File: config.mk
export PLATFORM = sky130hd
export DESIGN_NAME = seq_divider_flat
export DESIGN_NICKNAME = d
export VERILOG_FILES = /design/src/rtl/seq_divider_pkg.sv /design/src/rtl/seq_divider_if.sv /design/src/rtl/seq_divider_div_step.sv /design/src/rtl/seq_divider.sv /design/src/flat_wrapper.sv
export SDC_FILE = /design/constraint.sdc
export NUM_CORES = 1
export LEC_CHECK = 0
export BUFFER_PORTS_ARGS = -buffer_cell sky130_fd_sc_hd__buf_2
export CORE_MARGIN = 1.5
export CORE_UTILIZATION = 30
export CTS_CLUSTER_DIAMETER = 40
export DETAILED_ROUTE_END_ITERATION = 8
export GPL_ROUTABILITY_DRIVEN = 0
export PLACE_DENSITY = 0.47
export RECOVER_POWER = 50
export SYNTH_ARGS = -nofsm -noshare
export SYNTH_HDL_FRONTEND = slang
export SYNTH_HIERARCHICAL = 1
export SYNTH_SLANG_ARGS = --single-unit
File: constraint.sdc
create_clock -name Clock -period 5.1 [get_ports Clock]
set_input_delay 0.51 -clock Clock [delete_from_list [all_inputs] [get_ports Clock]]
set_output_delay 0.51 -clock Clock [all_outputs]
set_load 0.01 [all_outputs]
File: src/rtl/seq_divider_pkg.sv
// Shared types and constants for the sequential restoring divider.
package seq_divider_pkg;

    typedef enum logic [2:0] {
        S_IDLE       = 3'd0,
        S_CHECK      = 3'd1,
        S_ITERATE    = 3'd2,
        S_FINISH     = 3'd3,
        S_ERROR_CASE = 3'd4,
        S_DONE       = 3'd5
    } state_e;

    // Sliced to WIDTH by the user; wide enough for any supported WIDTH.
    localparam logic [63:0] ERR_QUOTIENT = '1;

endpackage

File: src/rtl/seq_divider_if.sv
// Start/Done handshake and operand/result bus of seq_divider.
interface seq_divider_if #(
    parameter int unsigned WIDTH = 16
);
    logic                   Start;
    logic [2*WIDTH-1:0]     Dividend;
    logic [WIDTH-1:0]       Divisor;
    logic [WIDTH-1:0]       Quotient;
    logic [WIDTH-1:0]       Remainder;
    logic                   Error;
    logic                   Done;

    modport master (
        output Start, Dividend, Divisor,
        input  Quotient, Remainder, Error, Done
    );

    modport slave (
        input  Start, Dividend, Divisor,
        output Quotient, Remainder, Error, Done
    );
endinterface

File: src/rtl/seq_divider_div_step.sv
// One restoring-division step: shift {R,Q} left, subtract divisor when it fits.
module div_step #(
    parameter int unsigned WIDTH = 16
) (
    input  logic [WIDTH:0]   r_i,
    input  logic [WIDTH-1:0] q_i,
    input  logic [WIDTH-1:0] d_i,
    output logic [WIDTH:0]   r_o,
    output logic [WIDTH-1:0] q_o
);
    logic [WIDTH:0] shifted;
    logic           fits;

    // R < Divisor on entry, so R's top bit is zero and drops out of the shift.
    assign shifted = {r_i[WIDTH-1:0], q_i[WIDTH-1]};
    assign fits    = (shifted >= {1'b0, d_i});
    assign r_o     = fits ? (shifted - {1'b0, d_i}) : shifted;
    assign q_o     = {q_i[WIDTH-2:0], fits};
endmodule

File: src/rtl/seq_divider.sv
// Sequential restoring divider (2W / W) with Start/Done handshake.
// Optional SEQ_DIVIDER_ZERO_SHORTCUT_EN: a zero dividend skips the iterations.
module seq_divider
    import seq_divider_pkg::*;
#(
    parameter int unsigned WIDTH = 16
) (
    input  logic        Clock,
    input  logic        Reset,
    seq_divider_if.slave bus
);
    localparam int unsigned CW = $clog2(WIDTH);

    state_e            state_q, state_d;
    logic [WIDTH:0]    r_q, r_d;
    logic [WIDTH-1:0]  q_q, q_d;
    logic [WIDTH-1:0]  div_q, div_d;
    logic [CW-1:0]     cnt_q, cnt_d;
    logic [WIDTH-1:0]  quot_q, quot_d;
    logic [WIDTH-1:0]  rem_q, rem_d;
    logic              done_q, done_d;
    logic              err_q, err_d;

    logic [WIDTH:0]    step_r;
    logic [WIDTH-1:0]  step_q;

    div_step #(.WIDTH(WIDTH)) u_step (
        .r_i (r_q),
        .q_i (q_q),
        .d_i (div_q),
        .r_o (step_r),
        .q_o (step_q)
    );

    always_comb begin
        state_d = state_q;
        r_d     = r_q;
        q_d     = q_q;
        div_d   = div_q;
        cnt_d   = cnt_q;
        quot_d  = quot_q;
        rem_d   = rem_q;
        done_d  = done_q;
        err_d   = err_q;

        case (state_q)
            S_IDLE: begin
                if (bus.Start) begin
                    // Operands are loaded straight into the working {R,Q} pair.
                    r_d     = {1'b0, bus.Dividend[2*WIDTH-1:WIDTH]};
                    q_d     = bus.Dividend[WIDTH-1:0];
                    div_d   = bus.Divisor;
                    done_d  = 1'b0;
                    err_d   = 1'b0;
                    state_d = S_CHECK;
                end
            end
            S_CHECK: begin
                if (div_q == '0) begin
                    state_d = S_ERROR_CASE;
                end else if (r_q[WIDTH-1:0] >= div_q) begin
                    state_d = S_ERROR_CASE;
`ifdef SEQ_DIVIDER_ZERO_SHORTCUT_EN
                end else if ((r_q == '0) && (q_q == '0)) begin
                    state_d = S_FINISH;
`endif
                end else begin
                    cnt_d   = '0;
                    state_d = S_ITERATE;
                end
            end
            S_ITERATE: begin
                r_d   = step_r;
                q_d   = step_q;
                cnt_d = cnt_q + 1'b1;
                if (cnt_q == CW'(WIDTH - 1)) begin
                    state_d = S_FINISH;
                end
            end
            S_FINISH: begin
                quot_d  = q_q;
                rem_d   = r_q[WIDTH-1:0];
                done_d  = 1'b1;
                state_d = S_DONE;
            end
            S_ERROR_CASE: begin
                quot_d  = ERR_QUOTIENT[WIDTH-1:0];
                rem_d   = '0;
                err_d   = 1'b1;
                done_d  = 1'b1;
                state_d = S_DONE;
            end
            S_DONE: begin
                if (!bus.Start) begin
                    state_d = S_IDLE;
                end
            end
            default: state_d = S_IDLE;
        endcase
    end

    always_ff @(posedge Clock or posedge Reset) begin
        if (Reset) begin
            state_q <= S_IDLE;
            r_q     <= '0;
            q_q     <= '0;
            div_q   <= '0;
            cnt_q   <= '0;
            quot_q  <= '0;
            rem_q   <= '0;
            done_q  <= 1'b0;
            err_q   <= 1'b0;
        end else begin
            state_q <= state_d;
            r_q     <= r_d;
            q_q     <= q_d;
            div_q   <= div_d;
            cnt_q   <= cnt_d;
            quot_q  <= quot_d;
            rem_q   <= rem_d;
            done_q  <= done_d;
            err_q   <= err_d;
        end
    end

    assign bus.Quotient  = quot_q;
    assign bus.Remainder = rem_q;
    assign bus.Done      = done_q;
    assign bus.Error     = err_q;
endmodule
File: src/flat_wrapper.sv
// flat-port wrapper written by rule: the top's interface ports become plain ports
module seq_divider_flat import seq_divider_pkg::*;
#(
    parameter int unsigned WIDTH = 16
)
  (Clock, Reset, bus_Start, bus_Dividend, bus_Divisor, bus_Quotient, bus_Remainder, bus_Error, bus_Done);
  seq_divider_if #(.WIDTH(WIDTH)) bus_i ();
  input  logic Clock;
  input  logic Reset;
  input wire logic [$bits(bus_i.Start)-1:0] bus_Start;
  input wire logic [$bits(bus_i.Dividend)-1:0] bus_Dividend;
  input wire logic [$bits(bus_i.Divisor)-1:0] bus_Divisor;
  output wire logic [$bits(bus_i.Quotient)-1:0] bus_Quotient;
  output wire logic [$bits(bus_i.Remainder)-1:0] bus_Remainder;
  output wire logic [$bits(bus_i.Error)-1:0] bus_Error;
  output wire logic [$bits(bus_i.Done)-1:0] bus_Done;
  assign bus_i.Start = bus_Start;
  assign bus_i.Dividend = bus_Dividend;
  assign bus_i.Divisor = bus_Divisor;
  assign bus_Quotient = bus_i.Quotient;
  assign bus_Remainder = bus_i.Remainder;
  assign bus_Error = bus_i.Error;
  assign bus_Done = bus_i.Done;
  seq_divider #(.WIDTH(WIDTH)) u_core (.Clock(Clock), .Reset(Reset), .bus(bus_i));
endmodule
# Word-level counts from Yosys, hierarchy flattened
# Cells that the tools add are included.
# Widths: inputs -> output; s select.
dict set report totals {
  inputBits 51
  mem_count 0
  out_inout_bits 34
  wordCells 57
  ramBits 0
  rom_bits 0
  latch_bits 0
  regBits 89
}
dict set report classes {
  reduce_logical 14
  bitwise_logic 0
  add_sub_neg 2
  n_eq_ne 11
  multipliers 0
  shift 0
  div 0
  order_cmp 2
  n_mux 19
}
# operator n
set op_table {}
lappend op_table {{$pmux 16 s2} 4}
lappend op_table {{$mux 16} 3}
lappend op_table {{$ge 17x16->1} 1}
lappend op_table {{$ge 16x16->1} 1}
lappend op_table {{$logic_not 16->1} 1}
lappend op_table {{$sub 16x16->16} 1}
lappend op_table {{$mux 3} 5}
lappend op_table {{$pmux 3 s5} 1}
lappend op_table {{$reduce_bool 2->1} 5}
lappend op_table {{$mux 4} 2}
lappend op_table {{$ne 2x2->1 const B} 4}
lappend op_table {{$pmux 4 s2} 1}
lappend op_table {{$reduce_and 2->1} 4}
lappend op_table {{$eq 3x2->1 const B} 2}
lappend op_table {{$eq 3x3->1 const B} 2}
lappend op_table {{$reduce_and 3->1} 2}
lappend op_table {{$add 4x1->4 const B} 1}
lappend op_table {{$eq 4x4->1 const B} 1}
lappend op_table {{$pmux 1 s2} 2}
lappend op_table {{$eq 3x1->1 const B} 1}
lappend op_table {{$logic_not 3->1} 1}
lappend op_table {{$ne 2x1->1 const B} 1}
lappend op_table {{$reduce_or 2->1} 1}
lappend op_table {{$mux 1} 1}

# Longest topological paths before layout
dict set report depth {
  word_depth 4
  mapped_depth 13
  depth_no_buf 11
}

# By module
# Netlist, hierarchy kept.
# mod seq_area_each_um2 area_per_inst_um2 n_inst cells_each
set modules_own_cells {}
lappend modules_own_cells {seq_divider 2252.2 4113.9 1 408}
lappend modules_own_cells {div_step 0.0 1249.9 1 164}

# Least setup slack after synthesis
# Ideal clock, no wire load.
dict set report synth_timing {
  path_type {flip-flop to flip-flop}
  from {reg u_core.r_q[9]}
  to {reg u_core.r_q[10]}
  t_required_ns 4.967
  setup_ns 0.133
  period_less_slack_ns 2.491
  arrival_ns 2.358
  path_buffers 1
  path_stages_with_launch 11
  path_slack_ns 2.609
  cell_sequence {dfrtp_1 > ha_1 > a211oi_2 > nor2_1 > a211oi_4 > o31ai_4 > a21boi_4 > buf_12 > mux2_4 > nand2_1 > o21ai_0}
}
dict set report synth_via {
  elab_chain_cells 3
  elab_cells_between_ends 4
  classes_between {1 x add/sub; 1 x order compare; 2 x mux}
}
# item line_no
set synth_rtl {}
lappend synth_rtl {{start: declaration} seq_divider.sv:15} ;# logic [WIDTH:0] r_q, r_d;
lappend synth_rtl {{start signal: assignment} seq_divider.sv:115} ;# r_q <= r_d;
lappend synth_rtl {{$sub 16x16->16 or $ge 17x16->1 (tied branches)} {seq_divider_div_step.sv:17, seq_divider_div_step.sv:16}}
lappend synth_rtl {{$mux 16 *} seq_divider_div_step.sv:17} ;# assign r_o = fits ? (shifted - {1'b0, d_i}) : shifted;
lappend synth_rtl {{net u_core.step_r[10]} seq_divider.sv:24} ;# logic [WIDTH:0] step_r;
lappend synth_rtl {{$pmux 16 s2 *} seq_divider.sv:46} ;# case (state_q)
# The timed path passes the listed nets; every way through them passes the cells marked *.
# A chain may end at the register's enable or synchronous reset.

# Worst setup path after layout
dict set report layout_timing {
  from {reg u_core.r_q[7]}
  to {reg u_core.r_q[9]}
}
# Same word-level chain as after synthesis.

==> reports/qor.csv <==
metric;value;unit
first-pass GRT wire length;22200;microns
detailed-router iteration count before antenna repair;4;
# DRC;0;
Reg2Reg Setup Slack;2.16;ns
clock tree sinks;89;
Clock Path Buffers;2;
initial antenna violation count;0;
vias in the first global route;4237;
CTS HTree Levels;3;
# resized after CTS;0;
Post-Syn Instances;563;
Die H;136;microns
critical path type;reg -> reg;
Pwr Total;4.59;mW
fill count;1809;
hold path endpoint;u_core/div_q[11];
final WL;13400;microns
Starting Density;30.6;%
crit path time final;2.94;ns
synth warn;6;
core footprint;0.0173;sq mm
Via density;4.73;
worst-skew pair later-pin latency;0.35;ns
failing checks;capacitance limit, slew limit;
Synth-to-Final Area Change;13.9;%
total CTS buffers;9;
period utilisation layout;57.6;%
fmax;0.340;GHz
layout cells sized above 1;15.4;%
Worst EP required;5.28;ns
unrepaired setup endpoints after global routing;no;
Ports;85;
post-synthesis average cell area;9.40;sq um
peak supply drop;0.000243;V
CP Launch Type;flip-flop;
reg-to-reg endpoint;u_core/r_q[9];
postcts setup bufs;0;
setup TNS;0;ns
Static Leak;2.65;nW
Slew Limit Fails;46;
Routed Antenna Nets;0;
worst hold path class;in -> reg;
worst r2r src;u_core/r_q[7];
FP Rows;48;
CP Data Arrival Time;3.12;ns
crit end category;flip-flop;
Netlist Area Pre-Place;0.00529;sq mm
CTS Hold Bufs;0;
largest net degree at the start of global routing;55;
total number of vias;4019;
CTS tree;done;
I/O Buffers;84;
# setup viols final;0;
drt first-iter violations;187;
power density cells;762;mW/mm^2
die area;0.0185;sq mm
routed length per instance;15.7;microns
DP HPWL;9510;microns
Fin. Hold Viols;0;
status;finished, violations left;
max cap viols;1;
Hold Path Depth;3;
r2r worst-path depth;9;
Clock Pin Slew Worst Setup and Hold Paths;0.06;ns
CTS root buf;clkbuf_16;
Slew @ Worst Pin;2.14;ns
Layout Skew;0.00636;ns
total track usage;15.6;%
n_diodes;0;
DIE WIDTH;136;microns
total gr overflow;0;
Slew headroom;-43.2;%
nets;704;
hold path start;bus_Divisor[11];
syn nets;648;
crit-path max FO;17;
==> layer usage <==
| layer | vias to the layer above | routed length (microns) | global-route usage [%] |
|---|---|---|---|
| li1 | 2052 | - | - |
| met1 | 1897 | 6490 | 21.2 |
| met2 | 54 | 6160 | 24.6 |
| met3 | 16 | 353 | 2.01 |
| met4 | 0 | 365 | 7.17 |
| met5 | - | 0 | 0 |
==> worst max path at each step <==
stage                                 from               to  depth (start not counted)
after floorplan                      Reset  u_core/bus.Done                          1
after global placement       u_core/r_q[9]    u_core/r_q[9]                          9
after detailed placement     u_core/r_q[7]    u_core/r_q[9]                          9
after CTS                 u_core/div_q[10]    u_core/r_q[9]                         10
after global routing      u_core/div_q[10]    u_core/r_q[5]                         10
final                        u_core/r_q[7]    u_core/r_q[9]                          9
==> final cells by class <==
class	instances	area, sq um	share of cell area, %
inverter	41	155	2.57
timing repair buffer	88	420	6.98
tap	225	282	4.67
multi-input combinational	390	2680	44.4
sequential	89	2230	37.0
clock inverter	4	28.8	0.477
clock buffer	12	236	3.92
==> critical path: stages (launching register included) <==
cell and delay [ns]:
dfrtp_1 0.43, ha_1 0.42, a21oi_2 0.25, o21ai_2 0.11, a211oi_4 0.27, o31ai_4 0.13
a21boi_4 0.61, mux2_2 0.41, nand2_1 0.05, o21ai_0 0.08
==> report_power, final <==
group          switching, mW  leakage (nW)  internal [mW]  total (mW)
clock network          0.283         0.123          0.332       0.615
logic                   1.43          1.46           1.20        2.63
registers              0.310          1.07           1.03        1.34
total                   2.02          2.65           2.57        4.59
==> registers in the layout (all words and copies together), names as in the netlist <==
register	cells
u_core/bus.Quotient	16
u_core/bus.Remainder	16
u_core/div_q	16
u_core/q_q	16
u_core/r_q	16
u_core/cnt_q	4
u_core/state_q	3
u_core/bus.Done	1
u_core/bus.Error	1
==> cells in the final DEF, fill, tap and decap left out, drive strengths merged, types with 2 or more instances in the layout <==
master / instances
nand2: 95
dfrtp: 89
o21ai: 63
buf: 54
clkbuf: 46
inv: 41
mux2i: 34
ha: 33
nor2: 20
nand3: 19
a21oi: 18
a22o: 15
mux2: 15
nand4: 9
xnor2: 8
xor2: 7
nor4: 5
nor3: 5
nand2b: 4
a211oi: 4
clkinvlp: 3
o31ai: 3
or3: 2
and2: 2
nor2b: 2
a21o: 2
o211ai: 2
o21bai: 2
nor3b: 2
==> per-stage QoR <==
| step | hold slack, ns | setup slack (ns) | utilization (%) | area, sq um | std cells |
|---|---|---|---|---|---|
| floorplan | 0.485 | 2.28 | - | 5290 | 563 |
| global placement | 0.469 | 2.17 | 33.6 | 5800 | 833 |
| detailed placement | 0.475 | 2.14 | 33.6 | 5800 | 833 |
| CTS | 0.323 | 2.13 | 35.1 | 6070 | 849 |
| global route | 0.373 | 1.98 | 34.8 | 6030 | 849 |
| finish | 0.362 | 2.16 | 34.8 | 6030 | 849 |
Power figures use the tool's default switching activity.
